**src/rtl/sport_pkg.sv**
```systemverilog
// sport_pkg: shared FSM encoding, DTYPE codes, width limits and word extension helper.
// Latency: n/a (package only).
// Backpressure: n/a.
package sport_pkg;

    localparam int DW_MIN  = 4;
    localparam int DW_MAX  = 32;
    localparam int NCH_MAX = 256;

    // One-hot receive FSM encoding.
    typedef enum logic [2:0] {
        ST_IDLE   = 3'b001,
        ST_SHIFT  = 3'b010,
        ST_WSTART = 3'b100
    } sport_state_e;

    // DTYPE codes; 2'b1x is raw (zero-filled here, expanded downstream).
    localparam logic [1:0] DT_ZERO = 2'b00;
    localparam logic [1:0] DT_SIGN = 2'b01;
    localparam logic [1:0] DT_RAW  = 2'b10;

    // Extend a received word of slen+1 bits to DW_MAX bits.
    // Bits above slen are forced to zero, or to a copy of bit slen for DT_SIGN.
    function automatic logic [DW_MAX-1:0] sport_extend(
        input logic [DW_MAX-1:0]         raw,
        input logic [$clog2(DW_MAX)-1:0] slen,
        input logic [1:0]                dtype
    );
        logic [DW_MAX-1:0] mask;
        logic [DW_MAX-1:0] res;
        // ~(...1110 << slen) keeps bits [slen:0]; slen=31 yields all ones.
        mask = ~({{(DW_MAX-1){1'b1}}, 1'b0} << slen);
        res  = raw & mask;
        if (dtype == DT_SIGN && raw[slen]) begin
            res = res | ~mask;
        end
        return res;
    endfunction

endpackage

```
**src/rtl/sport_rx_fifo.sv**
```systemverilog
// sport_rx_fifo: synchronous DEPTH x WIDTH receive FIFO with push/pop, full/empty.
// Latency: a push is visible at the head (empty deasserts) the cycle after it is written.
// Backpressure: push while full without pop is dropped; pop while empty is ignored.
// Ports: clk, rst (sync clear), push/din, pop, dout (0 when empty), full, empty.
module sport_rx_fifo #(
    parameter  int WIDTH = 21,
    parameter  int DEPTH = 4,
    localparam int AW    = $clog2(DEPTH)
) (
    input  logic             clk,
    input  logic             rst,
    input  logic             push,
    input  logic [WIDTH-1:0] din,
    input  logic             pop,
    output logic [WIDTH-1:0] dout,
    output logic             full,
    output logic             empty
);

    logic [WIDTH-1:0] mem_q [DEPTH];
    logic [AW-1:0]    wr_ptr_q, wr_ptr_d;
    logic [AW-1:0]    rd_ptr_q, rd_ptr_d;
    logic [AW:0]      cnt_q, cnt_d;
    logic             wr_en;
    logic             rd_en;

    assign full  = (cnt_q == (AW+1)'(DEPTH));
    assign empty = (cnt_q == '0);

    // A pop while full frees the slot the simultaneous push needs.
    assign wr_en = push && (!full || pop);
    assign rd_en = pop && !empty;

    assign dout = empty ? '0 : mem_q[rd_ptr_q];

    always_comb begin
        wr_ptr_d = wr_ptr_q;
        rd_ptr_d = rd_ptr_q;
        cnt_d    = cnt_q;
        if (wr_en) begin
            wr_ptr_d = wr_ptr_q + AW'(1);
        end
        if (rd_en) begin
            rd_ptr_d = rd_ptr_q + AW'(1);
        end
        if (wr_en && !rd_en) begin
            cnt_d = cnt_q + (AW+1)'(1);
        end else if (rd_en && !wr_en) begin
            cnt_d = cnt_q - (AW+1)'(1);
        end
    end

    always_ff @(posedge clk) begin
        if (rst) begin
            wr_ptr_q <= '0;
            rd_ptr_q <= '0;
            cnt_q    <= '0;
        end else begin
            wr_ptr_q <= wr_ptr_d;
            rd_ptr_q <= rd_ptr_d;
            cnt_q    <= cnt_d;
        end
    end

    // Storage needs no reset: the head is masked to zero while empty.
    always_ff @(posedge clk) begin
        if (wr_en) begin
            mem_q[wr_ptr_q] <= din;
        end
    end

endmodule

```
**src/rtl/sport_rx_mc.sv**
```systemverilog
// sport_rx_mc: single-clock SPORT receiver, single-word or multichannel frames, into a word FIFO.
// Latency: word pushed (ISR) the DSPCLK cycle after its last-bit strobe; RX_VLD one cycle later.
// Backpressure: none toward the serial side; a push into a full FIFO without a pop is dropped and sets OVF.
// Ports: DSPCLK/RST, SP_EN, SCLK_STB/RFS/RD serial inputs, SLEN/MWORD/DTYPE config,
//        RX_RD pop, RX/CH/RX_VLD head, ISR, OVF, FSERR.
// Build option: define SPORT_RX_CHMASK_EN to add CHMASK[NCH-1:0]; masked channels are not pushed.
module sport_rx_mc
    import sport_pkg::*;
#(
    parameter  int DW    = 16,
    parameter  int NCH   = 32,
    parameter  int DEPTH = 4,
    localparam int SW    = $clog2(DW),
    localparam int CW    = (NCH > 1) ? $clog2(NCH) : 1
) (
    input  logic           DSPCLK,
    input  logic           RST,
    input  logic           SP_EN,
    input  logic           SCLK_STB,
    input  logic           RFS,
    input  logic           RD,
    input  logic [SW-1:0]  SLEN,
    input  logic [CW-1:0]  MWORD,
    input  logic [1:0]     DTYPE,
    input  logic           RX_RD,
`ifdef SPORT_RX_CHMASK_EN
    input  logic [NCH-1:0] CHMASK,
`endif
    output logic [DW-1:0]  RX,
    output logic [CW-1:0]  CH,
    output logic           RX_VLD,
    output logic           ISR,
    output logic           OVF,
    output logic           FSERR
);

    sport_state_e  state_q, state_d;
    logic [SW-1:0] bcnt_q, bcnt_d;
    logic [SW-1:0] slen_q, slen_d;
    logic [CW-1:0] wcnt_q, wcnt_d;
    logic [CW-1:0] ch_q, ch_d;
    logic [DW-1:0] sr_q, sr_d;
    logic          push_q, push_d;
    logic [DW-1:0] word_q, word_d;
    logic [CW-1:0] wch_q, wch_d;
    logic          ovf_q, ovf_d;
    logic          fserr_q, fserr_d;

    logic [SW-1:0]     slen_in;
    logic [DW_MAX-1:0] ext_w;
    logic              ch_en;
    logic              clr;
    logic              fifo_full;
    logic              fifo_empty;
    logic [CW+DW-1:0]  fifo_dout;

    assign clr = RST || !SP_EN;

    // Words shorter than 3 bits are not supported; short SLEN codes round up.
    assign slen_in = (SLEN < SW'(2)) ? SW'(2) : SLEN;

`ifdef SPORT_RX_CHMASK_EN
    assign ch_en = CHMASK[ch_q];
`else
    assign ch_en = 1'b1;
`endif

    // bcnt holds the number of bits still to come after the current one;
    // the SHIFT strobe that brings it to zero carries the word's last bit.
    always_comb begin
        state_d = state_q;
        bcnt_d  = bcnt_q;
        slen_d  = slen_q;
        wcnt_d  = wcnt_q;
        ch_d    = ch_q;
        sr_d    = sr_q;
        push_d  = 1'b0;
        word_d  = word_q;
        wch_d   = wch_q;
        fserr_d = fserr_q;
        ext_w   = '0;
        if (SCLK_STB) begin
            case (state_q)
                ST_IDLE: begin
                    if (RFS) begin
                        state_d = ST_SHIFT;
                        bcnt_d  = slen_in;
                        slen_d  = slen_in;
                        wcnt_d  = MWORD;
                        ch_d    = '0;
                        sr_d    = {{(DW-1){1'b0}}, RD};
                    end
                end
                ST_SHIFT: begin
                    // A frame sync inside a frame is flagged but otherwise ignored.
                    if (RFS) begin
                        fserr_d = 1'b1;
                    end
                    sr_d   = {sr_q[DW-2:0], RD};
                    bcnt_d = bcnt_q - SW'(1);
                    if (bcnt_q == SW'(1)) begin
                        ext_w   = sport_extend(DW_MAX'(sr_d), ($clog2(DW_MAX))'(slen_q), DTYPE);
                        word_d  = ext_w[DW-1:0];
                        wch_d   = ch_q;
                        push_d  = ch_en;
                        state_d = (wcnt_q == '0) ? ST_IDLE : ST_WSTART;
                    end
                end
                ST_WSTART: begin
                    if (RFS) begin
                        fserr_d = 1'b1;
                    end
                    sr_d    = {{(DW-1){1'b0}}, RD};
                    bcnt_d  = slen_in;
                    slen_d  = slen_in;
                    wcnt_d  = wcnt_q - CW'(1);
                    ch_d    = ch_q + CW'(1);
                    state_d = ST_SHIFT;
                end
                default: begin
                    state_d = ST_IDLE;
                end
            endcase
        end
    end

    // A push is lost only when the FIFO is full and no pop frees a slot.
    assign ovf_d = ovf_q || (push_q && fifo_full && !RX_RD);

    always_ff @(posedge DSPCLK) begin
        if (clr) begin
            state_q <= ST_IDLE;
            bcnt_q  <= '0;
            slen_q  <= '0;
            wcnt_q  <= '0;
            ch_q    <= '0;
            sr_q    <= '0;
            push_q  <= 1'b0;
            word_q  <= '0;
            wch_q   <= '0;
            ovf_q   <= 1'b0;
            fserr_q <= 1'b0;
        end else begin
            state_q <= state_d;
            bcnt_q  <= bcnt_d;
            slen_q  <= slen_d;
            wcnt_q  <= wcnt_d;
            ch_q    <= ch_d;
            sr_q    <= sr_d;
            push_q  <= push_d;
            word_q  <= word_d;
            wch_q   <= wch_d;
            ovf_q   <= ovf_d;
            fserr_q <= fserr_d;
        end
    end

    sport_rx_fifo #(
        .WIDTH (CW + DW),
        .DEPTH (DEPTH)
    ) u_fifo (
        .clk   (DSPCLK),
        .rst   (clr),
        .push  (push_q),
        .din   ({wch_q, word_q}),
        .pop   (RX_RD),
        .dout  (fifo_dout),
        .full  (fifo_full),
        .empty (fifo_empty)
    );

    assign {CH, RX} = fifo_dout;
    assign RX_VLD   = !fifo_empty;
    // ISR marks every completed word presented to the FIFO; a drop is reported by OVF.
    assign ISR      = push_q;
    assign OVF      = ovf_q;
    assign FSERR    = fserr_q;

endmodule

```
**config.mk**
```make
export PLATFORM = sky130hd
export DESIGN_NAME = sport_rx_mc
export DESIGN_NICKNAME = d
export VERILOG_FILES = /design/src/rtl/sport_pkg.sv /design/src/rtl/sport_rx_fifo.sv /design/src/rtl/sport_rx_mc.sv
export SDC_FILE = /design/constraint.sdc
export NUM_CORES = 1
export LEC_CHECK = 0
export BUFFER_PORTS_ARGS = -buffer_cell sky130_fd_sc_hd__buf_2
export CAP_MARGIN = 20
export CORE_UTILIZATION = 50
export CTS_CLUSTER_DIAMETER = 200
export DETAILED_ROUTE_END_ITERATION = 10
export GPL_TIMING_DRIVEN = 0
export PLACE_DENSITY = 0.71
export SETUP_SLACK_MARGIN = 0.02
export SLEW_MARGIN = 20
export SYNTH_ARGS = -nofsm -noshare
export SYNTH_HDL_FRONTEND = slang
export SYNTH_HIERARCHICAL = 1
export SYNTH_SLANG_ARGS = --single-unit
export TNS_END_PERCENT = 1
```
**constraint.sdc**
```tcl
create_clock -name DSPCLK -period 2.2 [get_ports DSPCLK]
set_input_delay 0.22 -clock DSPCLK [delete_from_list [all_inputs] [get_ports DSPCLK]]
set_output_delay 0.22 -clock DSPCLK [all_outputs]
set_load 0.1 [all_outputs]
```
After elaboration in Yosys (flattened, before gate mapping)
Memory sizes are Yosys's and may differ from the RTL's. A register that Yosys moved wholly into a read port is not among the register bits. Cells that the tools add are included.

Multiplexer cells: 25. Eq/ne operators: 8. Shift operators: 1. Bitwise operators: 6. Reduce and logical (&&, ||, !) cells: 28. $add $sub $neg: 7. Magnitude comparators: 2.

Operators with widths (count): 15-bit case mux with 3 select lines (1); 16-bit NOT (2); 32-bit by 4-bit left shift with 16-bit output, first input constant (1); 21-bit 2-to-1 mux (1); 5-bit case mux with 2 select lines (2); 16-bit bitwise AND (1); 16-bit 2-to-1 mux (1); 16-bit bitwise OR (1); 15-bit 2-to-1 mux (1); 3-bit 2-to-1 mux (5); 3-bit AND reduction (5); 4-bit case mux with 3 select lines (1); 5-bit 2-to-1 mux (2); 3-bit case mux with 3 select lines (1); 4-bit 2-to-1 mux (2); 4-bit case mux with 2 select lines (1); 1-bit logical AND (7); 3-bit equality test, second input constant (2); 1-bit zero test (6); 4-bit by 6-bit less-than comparator with 1-bit output, second input constant (1); 5-bit by 1-bit adder with 5-bit output, second input constant (1); 5-bit zero test (1); 5-bit by 1-bit subtractor with 5-bit output, second input constant (1); 2-bit by 1-bit adder with 2-bit output, second input constant (2); 19 further kinds (28).

Logic and storage cells: 92. Input bits: 18. Output and inout bits: 25. Memories kept: 1. Register bits after elaboration: 67. RAM bits: 84.

Memory list: u_fifo.mem_q (words 4, width 21, rd ports 1, clocked after memory_dff 1, write ports 1, RTL line sport_rx_fifo.sv:20) `logic [WIDTH-1:0] mem_q [DEPTH];`.

Depth between registers and ports, before layout
Gate-level depths: netlist of run 1.

Depth in word-level cells: 8. Mapped depth: 9.

Hierarchy
The synthesis of run 1 kept the hierarchy.

By module, submodules not included: sport_rx_fifo (cells an instance 181, instances 1, seq. area each 2702.6 um^2, area an instance 3706.1 um^2); sport_rx_mc (cells an instance 379, instances 1, seq. area each 1201.2 um^2, area an instance 2999.1 um^2).

Worst setup path after synthesis of run 1
No wires, ideal clock.

Path kind: reg2reg. Start point: register push_q, in the netlist ISR. End point: register u_fifo.cnt_q[2]. Clock period less this slack: 2.588 ns. Stages on the path, launching flop included: 8. Arrival time: 2.518 ns. Path slack: -0.388 ns. Path through: dfxtp_1 -> a21boi_4 -> ha_1 -> inv_1 -> fa_1 -> xor2_1 -> or3_1 -> a21oi_1.

Longest elaborated chain between the ends: 4. Elaborated cells on any way between the ends: 6. Those cells by class: 1 x mux; 5 x reduce/logical.

Ends and longest elaborated chain: start: declaration (RTL line sport_rx_mc.sv:43) `logic push_q, push_d;`; start signal: assignment (RTL line sport_rx_mc.sv:150) `push_q <= push_d;`; 1-bit logical AND (*) (RTL line sport_rx_fifo.sv:31) `assign wr_en = push && (!full || pop);`; net u_fifo.wr_en (RTL line sport_rx_fifo.sv:24) `logic wr_en;`; 1-bit zero test (RTL line sport_rx_fifo.sv:48) `end else if (rd_en && !wr_en) begin`; 1-bit logical AND (RTL line sport_rx_fifo.sv:48); 2-bit nonzero test (no line); end signal: assignment (RTL line sport_rx_fifo.sv:61) `cnt_q <= cnt_d;`; end: declaration (RTL line sport_rx_fifo.sv:23) `logic [AW:0] cnt_q, cnt_d;`.

Mark *: on every way through the listed nets, which the timed path passes. The rest lies on a longest branch. A chain may end at the register's enable or synchronous reset.

Worst setup path in the final report of run 1
Start point: register u_fifo.cnt_q[2]. End point: register u_fifo.cnt_q[2].

Longest elaborated chain between the ends: 7. Elaborated cells on any way between the ends: 16. Those cells by class: 2 x add/sub; 1 x eq/ne; 2 x mux; 11 x reduce/logical.

Ends and longest elaborated chain: 3-bit equality test (*) (RTL line sport_rx_fifo.sv:27) `assign full = (cnt_q == (AW+1)'(DEPTH));`; net fifo_full (RTL line sport_rx_mc.sv:53) `logic fifo_full;`; 1-bit zero test (*) (RTL line sport_rx_fifo.sv:31); 1-bit logical OR (*) (RTL line sport_rx_fifo.sv:31); 1-bit logical AND (*) (RTL line sport_rx_fifo.sv:31); net u_fifo.wr_en (RTL line sport_rx_fifo.sv:24); 1-bit zero test (RTL line sport_rx_fifo.sv:48); 1-bit logical AND (RTL line sport_rx_fifo.sv:48); 2-bit nonzero test (no line).

Mark *: on every way through the listed nets, which the timed path passes. The rest lies on a longest branch. The select of a mux whose other input is x is not followed.

==> results of run 1 <==
[registers in the layout (all words and copies together), names as in the netlist, named ones only]
register         cells
u_fifo/cnt_q         3
OVF                  1
u_fifo/rd_ptr_q      2
wch_q                5
state_q              3
FSERR                1
slen_q               4
sr_q                15
u_fifo/mem_q        84
word_q              16
ch_q                 5
ISR                  1
u_fifo/wr_ptr_q      2
wcnt_q               5
bcnt_q               4
[area by class of cell]
cell class	count	area, um^2	share of cell area
well taps	172	215	0.0276
plain buffers	38	224	0.0287
multi-input cells	355	2570	0.330
repair buffers	41	259	0.0332
clock inverters	12	125	0.0160
inverters	14	52.6	0.00674
clock buffers	20	437	0.0560
flip-flops and latches	153	3910	0.501
[placed cells by master (no fill, tap or decap), types with 4 or more instances in the layout]
cell and n:
edfxtp_1 84, nand2_1 68, dfxtp_1 65, a21oi_1 44
buf_2 32, nor2_1 31, buf_4 24, o21ai_0 20
mux4_2 20, nor2b_1 19, nand3_1 19, clkbuf_1 18
clkbuf_16 17, inv_1 13, a21o_1 10, mux2i_1 9
ha_1 8, nand2b_1 7, xor2_1 6, nor3_1 5
o22ai_1 5, dfxtp_2 4, nor2b_4 4, and2_2 4
[worst max path at each step]
stage                          from                 end  slack [ns]  cells after the start
finish              u_fifo/cnt_q[2]     u_fifo/cnt_q[2]        0.06                      8
global route        u_fifo/cnt_q[2]     u_fifo/cnt_q[2]       -0.08                      8
CTS                 u_fifo/cnt_q[2]     u_fifo/cnt_q[2]        0.03                      8
detailed placement            SP_EN  u_fifo/wr_ptr_q[0]       -0.05                      8
global placement              SP_EN  u_fifo/wr_ptr_q[0]       -0.03                      8
floorplan                      flop               CH[1]       -0.17                      3
[stage by stage]
| step | instance area (um^2) | worst slack, ns |
|---|---|---|
| CTS | 7760 | 0.0276 |
| finish | 7800 | 0.0591 |
| global placement | 7130 | -0.0316 |
| floorplan | 6710 | -0.172 |
| detailed placement | 7130 | -0.0546 |
| global route | 7800 | -0.0775 |
[per-layer routing]
layer / wire length, um / vias up
li1: - / 2172
met2: 6880 / 136
met4: 209 / 0
met3: 674 / 24
met1: 6260 / 2229
met5: 0 / -
[cells by family after synthesis]
family,synth area share
buffers and inverters,0.0386
XOR/XNOR,0.00914
flip-flops,0.582
AO/OA/AOI/OAI,0.117
multiplexers,0.0884
AND/OR/NAND/NOR,0.144
adder cells (fa/ha/maj),0.0198
[power groups by stage]
stage          logic (uW)  clock network (uW)  registers (uW)
6_report              181                2770            3000
5_1_grt               196                2940            3000
3_5_place_dp          177                   0            3060
4_1_cts               178                2820            3000
3_3_place_gp          173                   0            3060
2_1_floorplan         119                   0            3060
[repair_timing]
action,in CTS,in global routing
pin swaps,1,0
resized for setup,26,11
hold endpoints to repair,0,0
endpoints found under the setup margin,85,19
[worst max-delay path: cells and delay by family (launching register included)]
family          cells  cell delay, ns
compound gates      2            0.37
xor+xnor            1            0.17
fa+ha+maj           2            0.62
buf+inv             1            0.06
flops               1            0.36
simple gates        2            0.49
==> metrics.yaml, run 1 <==
run_status:
  outcome: "finished clean"
synth:
  yosys-top-cells-area: "edfxtp_1 38%, dfxtp_1 21%, mux4_2 6.7%"
  synth_edf_count: 84
  synthArstFlopShare: 0
  syn_area_um2: 6710
  ys_top_cells_by_count: "84 x edfxtp_1, 69 x dfxtp_1, 68 x nand2_1"
  ys.flop_type: "edfxtp_1"
  ys_seq_area_frac: 0.582
  post-synth-top-count-cell: "edfxtp_1"
  synth-seq-cells: 153
  yosysTopAreaCell: "edfxtp_1"
  avgSynthCellArea_um2: 12.0
  synth_cells: 560
  syn_nets: 588
  ys_types: 68
  synth_top_area_frac: 0.376
  yosysWarnings: 6
floorplanning:
  io-pin-count: 43
  initial_utilization: 0.523
  rows: 41
  die_area_um2: 13900
  die_w_um: 118
  coreArea_um2: 12800
  die_h_um: 118
flow_run:
  cap_violations: 0
layout:
  antenna_cells: 0
  fillers: 1030
  syn_to_final_growth_pct: 16.3
  drive_above_1_share: 0.220
  fin_cells: 805
  layout.nets: 648
  final_util: 0.608
placed_design:
  routabilityCongestion: 0.948
  port_buffers: 41
  dpl.hpwl_um: 9520
  dp.cells: 773
grt:
  busiest_layer: "met2"
  grt_pass1_wl_um: 22700
  grt_overflow: 0
  grt_pass1_vias: 4421
  grt_use_met1: 0.275
  use_met3: 0.0402
  grt_antenna_before_repair: 0
  grt_usage: 0.212
  grt_max_degree: 22
  grt.met2_usage: 0.353
route:
  drt_iter0_drc: 371
  drc: 0
  totalWireLength_um: 14000
  vias: 4561
  wire_per_inst_um: 17.4
  final_antenna_net_count: 0
  avgViaCountPerCell: 5.67
  first_pass_iters: 4
setup_path:
  endpoint_kind: "flop"
  arrival_ns: 2.48
  startpoint_type: "flop"
  cp_slowest_cell: "fa_1"
  cp_max_fo: 7
  path_class: "reg2reg"
  rrSetupSlack_ns: 0.06
  reg2reg_to: "u_fifo/cnt_q[2]"
  crit_path_cell_trace: "nor3b_4 -> a21boi_4 -> ha_2 -> inv_1 -> fa_1 -> xor2_1 -> or3_1 -> a21oi_1"
  slowest_delay_ns: 0.38
  critPathRequiredTime_ns: 2.54
  rr_startpoint: "u_fifo/cnt_q[2]"
  r2r_cells: 8
sta:
  hold_violations: 0
  finClkSkew_ns: 0.00745
  max_freq_mhz: 467
  fin_setup_tns_ns: 0
  rsz0062_at_grt: "true"
  setup_viol: 0
  fin_crit_sh: 0.973
  worstMarginPinSlew_ns: 0.700
  timing.hold.ws_ns: 0.0823
  slew_headroom: 0.533
  report.final.slew_viol_count: 0
  final.min_clock_period_ns: 2.14
power:
  power_frac_comb: 0.030
  internal_power_uw: 4720
  power.density_nw_per_um2: 763
  p_seq_frac: 0.504
  p_leak_uw: 0.00260
  power_switching_uw: 1230
  clockPowerShare: 0.466
  peakVddDrop_uv: 380
  p_total_uw: 5950
  swShare: 0.207
clock_network:
  clk_path_buf_depth: 2
  tritoncts: "yes"
  htree_levels: 4
  clock_latency_ns: 0.42
  cts_buffers: 17
  clk_pin_slew_worst_paths_ns: 0.06
  postCtsSetupBuffers: 0
  cts_sinks: 153
  ctsHoldBuffers: 0
  ctsRootBufferMaster: "clkbuf_16"
hold_path:
  worst_hold_startpoint: "SLEN[2]"
  min_path_type: "in2reg"
  holdPathEnd: "slen_q[2]"
  min_path_cells: 3
Note: power is estimated with default switching activity, not from simulation.
==> run 2, diff against run 1 <==
HOLD_SLACK_MARGIN = 0.08   (was unset)
clock period = 1.8 ns   (was 2.2 ns; I/O delays follow)
==> run 2 against run 1 <==
  * Critical path type is now reg2out
  * First-iteration DRC count is 4.3% lower
  * Clock skew is 0.0024 ns lower
  * The run now ends with setup timing left
  * Worst setup slack worse by 0.27 ns
  * Wire length is 6.2% higher
  * Power is 28% higher
==> metrics.yaml, run 2 (synthesis results as in run 1) <==
run_status:
  outcome: "finished with violations"
  violations: "setup timing"
sta:
  report.final.slew_viol_count: 0  # unchanged
  final.min_clock_period_ns: 2.01
  setup_viol: 27  # +27
  max_freq_mhz: 498
  slew_headroom: 0.576  # +0.0426
  setup_slack_ns: -0.206  # -0.265 ns
  rsz0062_at_grt: "true"
  finClkSkew_ns: 0.00501  # -0.00244 ns
  worstMarginPinSlew_ns: 0.636  # -0.0640 ns
  fin_crit_sh: 1.11
  hold_violations: 0  # unchanged
floorplanning:
  coreArea_um2: 12800  # unchanged
  initial_utilization: 0.523  # unchanged
  die_area_um2: 13900  # unchanged
  die_w_um: 118  # unchanged
  die_h_um: 118  # unchanged
  rows: 41  # unchanged
  io-pin-count: 43  # unchanged
layout:
  layout.nets: 659  # +1.7%
  final_cell_mix: "84 x edfxtp_1, 68 x nand2_1, 63 x dfxtp_1, 42 x a21oi_1, 30 x nor2_1"
  final_util: 0.663  # +0.0546
  fillers: 925  # -10%
  syn_to_final_growth_pct: 26.7
  fin_cells: 816  # +1.4%
  reg_top3: "u_fifo/mem_q (84), word_q (16), sr_q (15)"
  antenna_cells: 0  # unchanged
  mostFrequentLayoutCell: "edfxtp_1"
  drive_above_1_share: 0.284  # +0.0646
  regMostFlops: "u_fifo/mem_q"
  largest_reg_flops: 84  # unchanged
clock_network:
  ctsRootBufferMaster: "clkbuf_16"
  clk_path_buf_depth: 2  # unchanged
  clk_pin_slew_worst_paths_ns: 0.06  # about the same
  tritoncts: "yes"
  cts_buffers: 17  # unchanged
  cts_sinks: 153  # unchanged
  htree_levels: 4  # unchanged
  clock_latency_ns: 0.42  # about the same
power:
  swShare: 0.201  # -0.00610
  internal_power_uw: 6090  # +29%
  power.density_nw_per_um2: 897  # +18%
  power_frac_comb: 0.032  # +0.002
  power_switching_uw: 1530  # +24%
  p_leak_uw: 0.00296  # +14%
  peakVddDrop_uv: 548  # +44%
  p_seq_frac: 0.480  # -0.024
  clockPowerShare: 0.488  # +0.022
route:
  final_antenna_net_count: 0  # unchanged
  vias: 4648  # +1.9%
  drc: 0  # unchanged
  avgViaCountPerCell: 5.70  # +0.53%
  totalWireLength_um: 14900  # +6.2%
  first_pass_iters: 5  # +1
  drt_iter0_drc: 355  # -4.3%
  wire_per_inst_um: 18.2  # +4.8%
grt:
  use_met3: 0.0586  # +0.0184
  grt_use_met1: 0.277  # +0.00224
  grt.met2_usage: 0.392  # +0.0386
  grt_max_degree: 22  # unchanged
  busiest_layer: "met2"
  grt_pass1_wl_um: 24100  # +6.2%
  grt_usage: 0.227  # +0.0150
  grt_pass1_vias: 4590  # +3.8%
  grt_overflow: 0  # unchanged
  grt_antenna_before_repair: 0  # unchanged
placed_design:
  dpl.hpwl_um: 9770  # +2.6%
  routabilityCongestion: 0.937  # -1.2%
  dp.cells: 774  # +0.13%
  port_buffers: 41  # unchanged
setup_path:
  endpoint_kind: "output pin"
  startpoint_type: "flop"
  cp_max_fo: 10  # +3
  path_class: "reg2out"
  critPathRequiredTime_ns: 1.62  # -0.92 ns
  arrival_ns: 1.83  # -0.65 ns
flow_run:
  cap_violations: 0  # unchanged
hold_path:
  min_path_type: "in2reg"
==> run 2: cell types whose count changed in the layout (fill, tap and decap cells not counted), sizes merged <==
cell         change
dlygate4sd3      +5
bufinv           +1
clkbuf           -1
inv              -1
clkinv           -4
buf              +9
clkinvlp         +2
==> run 2: final timing paths <==
path | startpoint | to | slack [ns] | cells past startpoint
max | flop | RX[6] | -0.21 | 4
min | MWORD[1] | wcnt_q[1] | 0.09 | 3
max reg2reg | u_fifo/cnt_q[2] | u_fifo/cnt_q[2] | -0.16 | 8
min reg2reg | OVF | OVF | 0.46 | 2
==> run 2: repair_timing <==
action                                  in CTS  in global routing
resized for setup                          133                 33
hold endpoints to repair                     6                  0
pin swaps                                    6                  9
endpoints found under the setup margin     156                149
buffers inserted                             4                  1
hold buffers                                 5                  0
==> run 2: worst max-delay path: stages (launching register included) <==
cell     delay [ns]
dfxtp_4        0.38
buf_12         0.15
mux4_2         0.54
nor2b_4        0.16
buf_12         0.17
==> run 2: layout make-up <==
cell class	instances	area, um^2	share of cell area
repair buffers	52	627	0.0738
flip-flops and latches	153	3920	0.461
clock buffers	22	487	0.0573
clock inverters	10	140	0.0165
plain buffers	38	288	0.0339
inverters	14	52.6	0.00618
well taps	172	215	0.0253
multi-input cells	355	2770	0.326
==> run 2: stage by stage <==
stage | cell area (um^2) | setup WS (ns) | power [uW] | setup TNS, ns | hold WS (ns)
floorplan | 6750 | -0.233 | 3880 | -0.573 | 0.316
detailed placement | 7200 | -0.420 | 3950 | -27.11 | 0.456
finish | 8500 | -0.206 | 7620 | -4.04 | 0.0933
CTS | 8380 | -0.229 | 7650 | -4.97 | 0.0967
global route | 8500 | -0.262 | 7840 | -7.51 | 0.129
global placement | 7170 | -0.414 | 3950 | -39.29 | 0.443
==> run 2: power by group through the flow <==
stage / Clock, uW / Sequential (uW) / Combinational, uW
final: 3720 / 3660 / 246
after global routing: 3920 / 3660 / 266
after CTS: 3760 / 3660 / 235
after detailed placement: 0 / 3730 / 216
after global placement: 0 / 3730 / 211
after floorplan: 0 / 3730 / 145
==> run 2: routing by layer <==
metal  wire, um  up-vias
li1           -     2200
met1       6330     2265
met2       7460      159
met3        860       24
met4        239        0
met5          0        -
==> run 3, diff against run 2 <==
RECOVER_POWER = 50   (was unset)
==> run 3 against run 2 <==
  * The run still ends with setup timing left
  * Worst hold slack got worse by 0.0047 ns
  * Sequential power about the same
  * Via count decreased by 0.17%
  * Register-to-register slack about the same
  * Cell count unchanged
  * Critical path type unchanged
==> metrics.yaml, run 3 (synthesis results as in run 1) <==
grt:
  grt_usage: 0.227  # unchanged
  grt_pass1_vias: 4590  # unchanged
  grt_antenna_before_repair: 0  # unchanged
  grt_pass1_wl_um: 24100  # unchanged
  grt_overflow: 0  # unchanged
  grt_max_degree: 22  # unchanged
clock_network:
  tritoncts: "yes"
  clk_path_buf_depth: 2  # unchanged
  htree_levels: 4  # unchanged
  cts_buffers: 17  # unchanged
  ctsRootBufferMaster: "clkbuf_16"
  clock_latency_ns: 0.42  # about the same
  cts_sinks: 153  # unchanged
  clk_pin_slew_worst_paths_ns: 0.06  # about the same
layout:
  final_util: 0.662  # about the same
  drive_above_1_share: 0.283  # -0.00155
  fillers: 924  # -0.11%
  syn_to_final_growth_pct: 26.7  # about the same
  final_cell_mix: "84 x edfxtp_1, 68 x nand2_1, 63 x dfxtp_1, 42 x a21oi_1, 30 x nor2_1"
  reg_top3: "u_fifo/mem_q (84), word_q (16), sr_q (15)"
  layout.nets: 659  # unchanged
  largest_reg_flops: 84  # unchanged
  mostFrequentLayoutCell: "edfxtp_1"
  antenna_cells: 0  # unchanged
  regMostFlops: "u_fifo/mem_q"
route:
  avgViaCountPerCell: 5.69  # -0.17%
  final_antenna_net_count: 0  # unchanged
  drc: 0  # unchanged
  vias: 4640  # -0.17%
  drt_iter0_drc: 357  # +0.56%
  first_pass_iters: 5  # unchanged
  wire_per_inst_um: 18.2  # -0.24%
  totalWireLength_um: 14900  # -0.24%
floorplanning:
  die_w_um: 118  # unchanged
  die_area_um2: 13900  # unchanged
  initial_utilization: 0.523  # unchanged
  io-pin-count: 43  # unchanged
  coreArea_um2: 12800  # unchanged
  die_h_um: 118  # unchanged
  rows: 41  # unchanged
power:
  power.density_nw_per_um2: 898  # +0.10%
  peakVddDrop_uv: 550  # +0.19%
  p_leak_uw: 0.00296  # -0.24%
setup_path:
  critPathRequiredTime_ns: 1.62  # about the same
  arrival_ns: 1.83  # about the same
  path_class: "reg2out"
  endpoint_kind: "output pin"
  cp_max_fo: 10  # unchanged
  startpoint_type: "flop"
sta:
  rsz0062_at_grt: "true"
  worstMarginPinSlew_ns: 0.634  # -0.00208 ns
  finClkSkew_ns: 0.00635  # +0.00134 ns
  setup_slack_ns: -0.206  # -0.0000720 ns
  timing.hold.ws_ns: 0.0886  # -0.00469 ns
  fin_crit_sh: 1.11  # about the same
  slew_headroom: 0.577  # +0.00138
  final.min_clock_period_ns: 2.01  # +0.0000720 ns
  report.final.slew_viol_count: 0  # unchanged
  max_freq_mhz: 498  # about the same
  hold_violations: 0  # unchanged
  setup_viol: 27  # unchanged
placed_design:
  routabilityCongestion: 0.937  # unchanged
  port_buffers: 41  # unchanged
  dpl.hpwl_um: 9770  # unchanged
flow_run:
  cap_violations: 0  # unchanged
hold_path:
  min_path_type: "in2reg"
run_status:
  outcome: "finished with violations"
  violations: "setup timing"
## run 3: cell count changes in the layout (fill, tap and decap cells not counted), sizes merged
cell / delta
buf: -4
clkbuf: +4
## run 3: cell type report
type | count | area, um^2 | area share
Sequential cell | 153 | 3920 | 0.462
Multi-Input combinational cell | 355 | 2770 | 0.326
Timing Repair Buffer | 52 | 623 | 0.0734
Clock buffer | 22 | 487 | 0.0573
Buffer | 38 | 288 | 0.0339
Tap cell | 172 | 215 | 0.0253
Clock inverter | 10 | 140 | 0.0165
Inverter | 14 | 52.6 | 0.00619
## run 3: worst paths after layout
check	start	endpoint	slack, ns	depth (start not counted)
worst max-delay path	flop	RX[6]	-0.21	4
worst min-delay path	MWORD[1]	wcnt_q[1]	0.09	3
worst min register to register	OVF	OVF	0.47	2
worst max register to register	u_fifo/cnt_q[2]	u_fifo/cnt_q[2]	-0.16	8
## run 3: report_power, final
group          switching, uW  internal, uW
Sequential              7.08          3650
Clock                   1380          2350
Combinational            153          92.3
Total                   1540          6090
## run 3: stage by stage
step	setup slack, ns	instances	power, uW	area [um^2]	TNS, ns
after global routing	-0.262	816	7840	8490	-7.50
after detailed placement	-0.420	774	3950	7200	-27.11
after CTS	-0.229	815	7650	8380	-4.97
final	-0.206	816	7630	8490	-4.04
after floorplan	-0.233	560	3880	6750	-0.573
after global placement	-0.414	773	3950	7170	-39.29
## run 3: metal layers
layer | global-route usage | up-vias | wire [um]
met5 | 0 | - | 0
met1 | 0.277 | 2254 | 6300
met2 | 0.392 | 170 | 7430
met4 | 0.0745 | 0 | 217
li1 | - | 2196 | -
met3 | 0.0586 | 20 | 903
## run 3: timing repair
action / CTS / global route
hold buffers: 5 / 0
endpoints found under the hold margin: 6 / 0
buffers inserted: 4 / 1
pin swaps: 6 / 9
resized for setup: 133 / 33
setup endpoints to repair: 156 / 149
## run 3: critical path, stage by stage, from the launching register on
cell and delay, ns:
dfxtp_4 0.38, buf_12 0.15, mux4_2 0.54, nor2b_4 0.16
buf_12 0.17
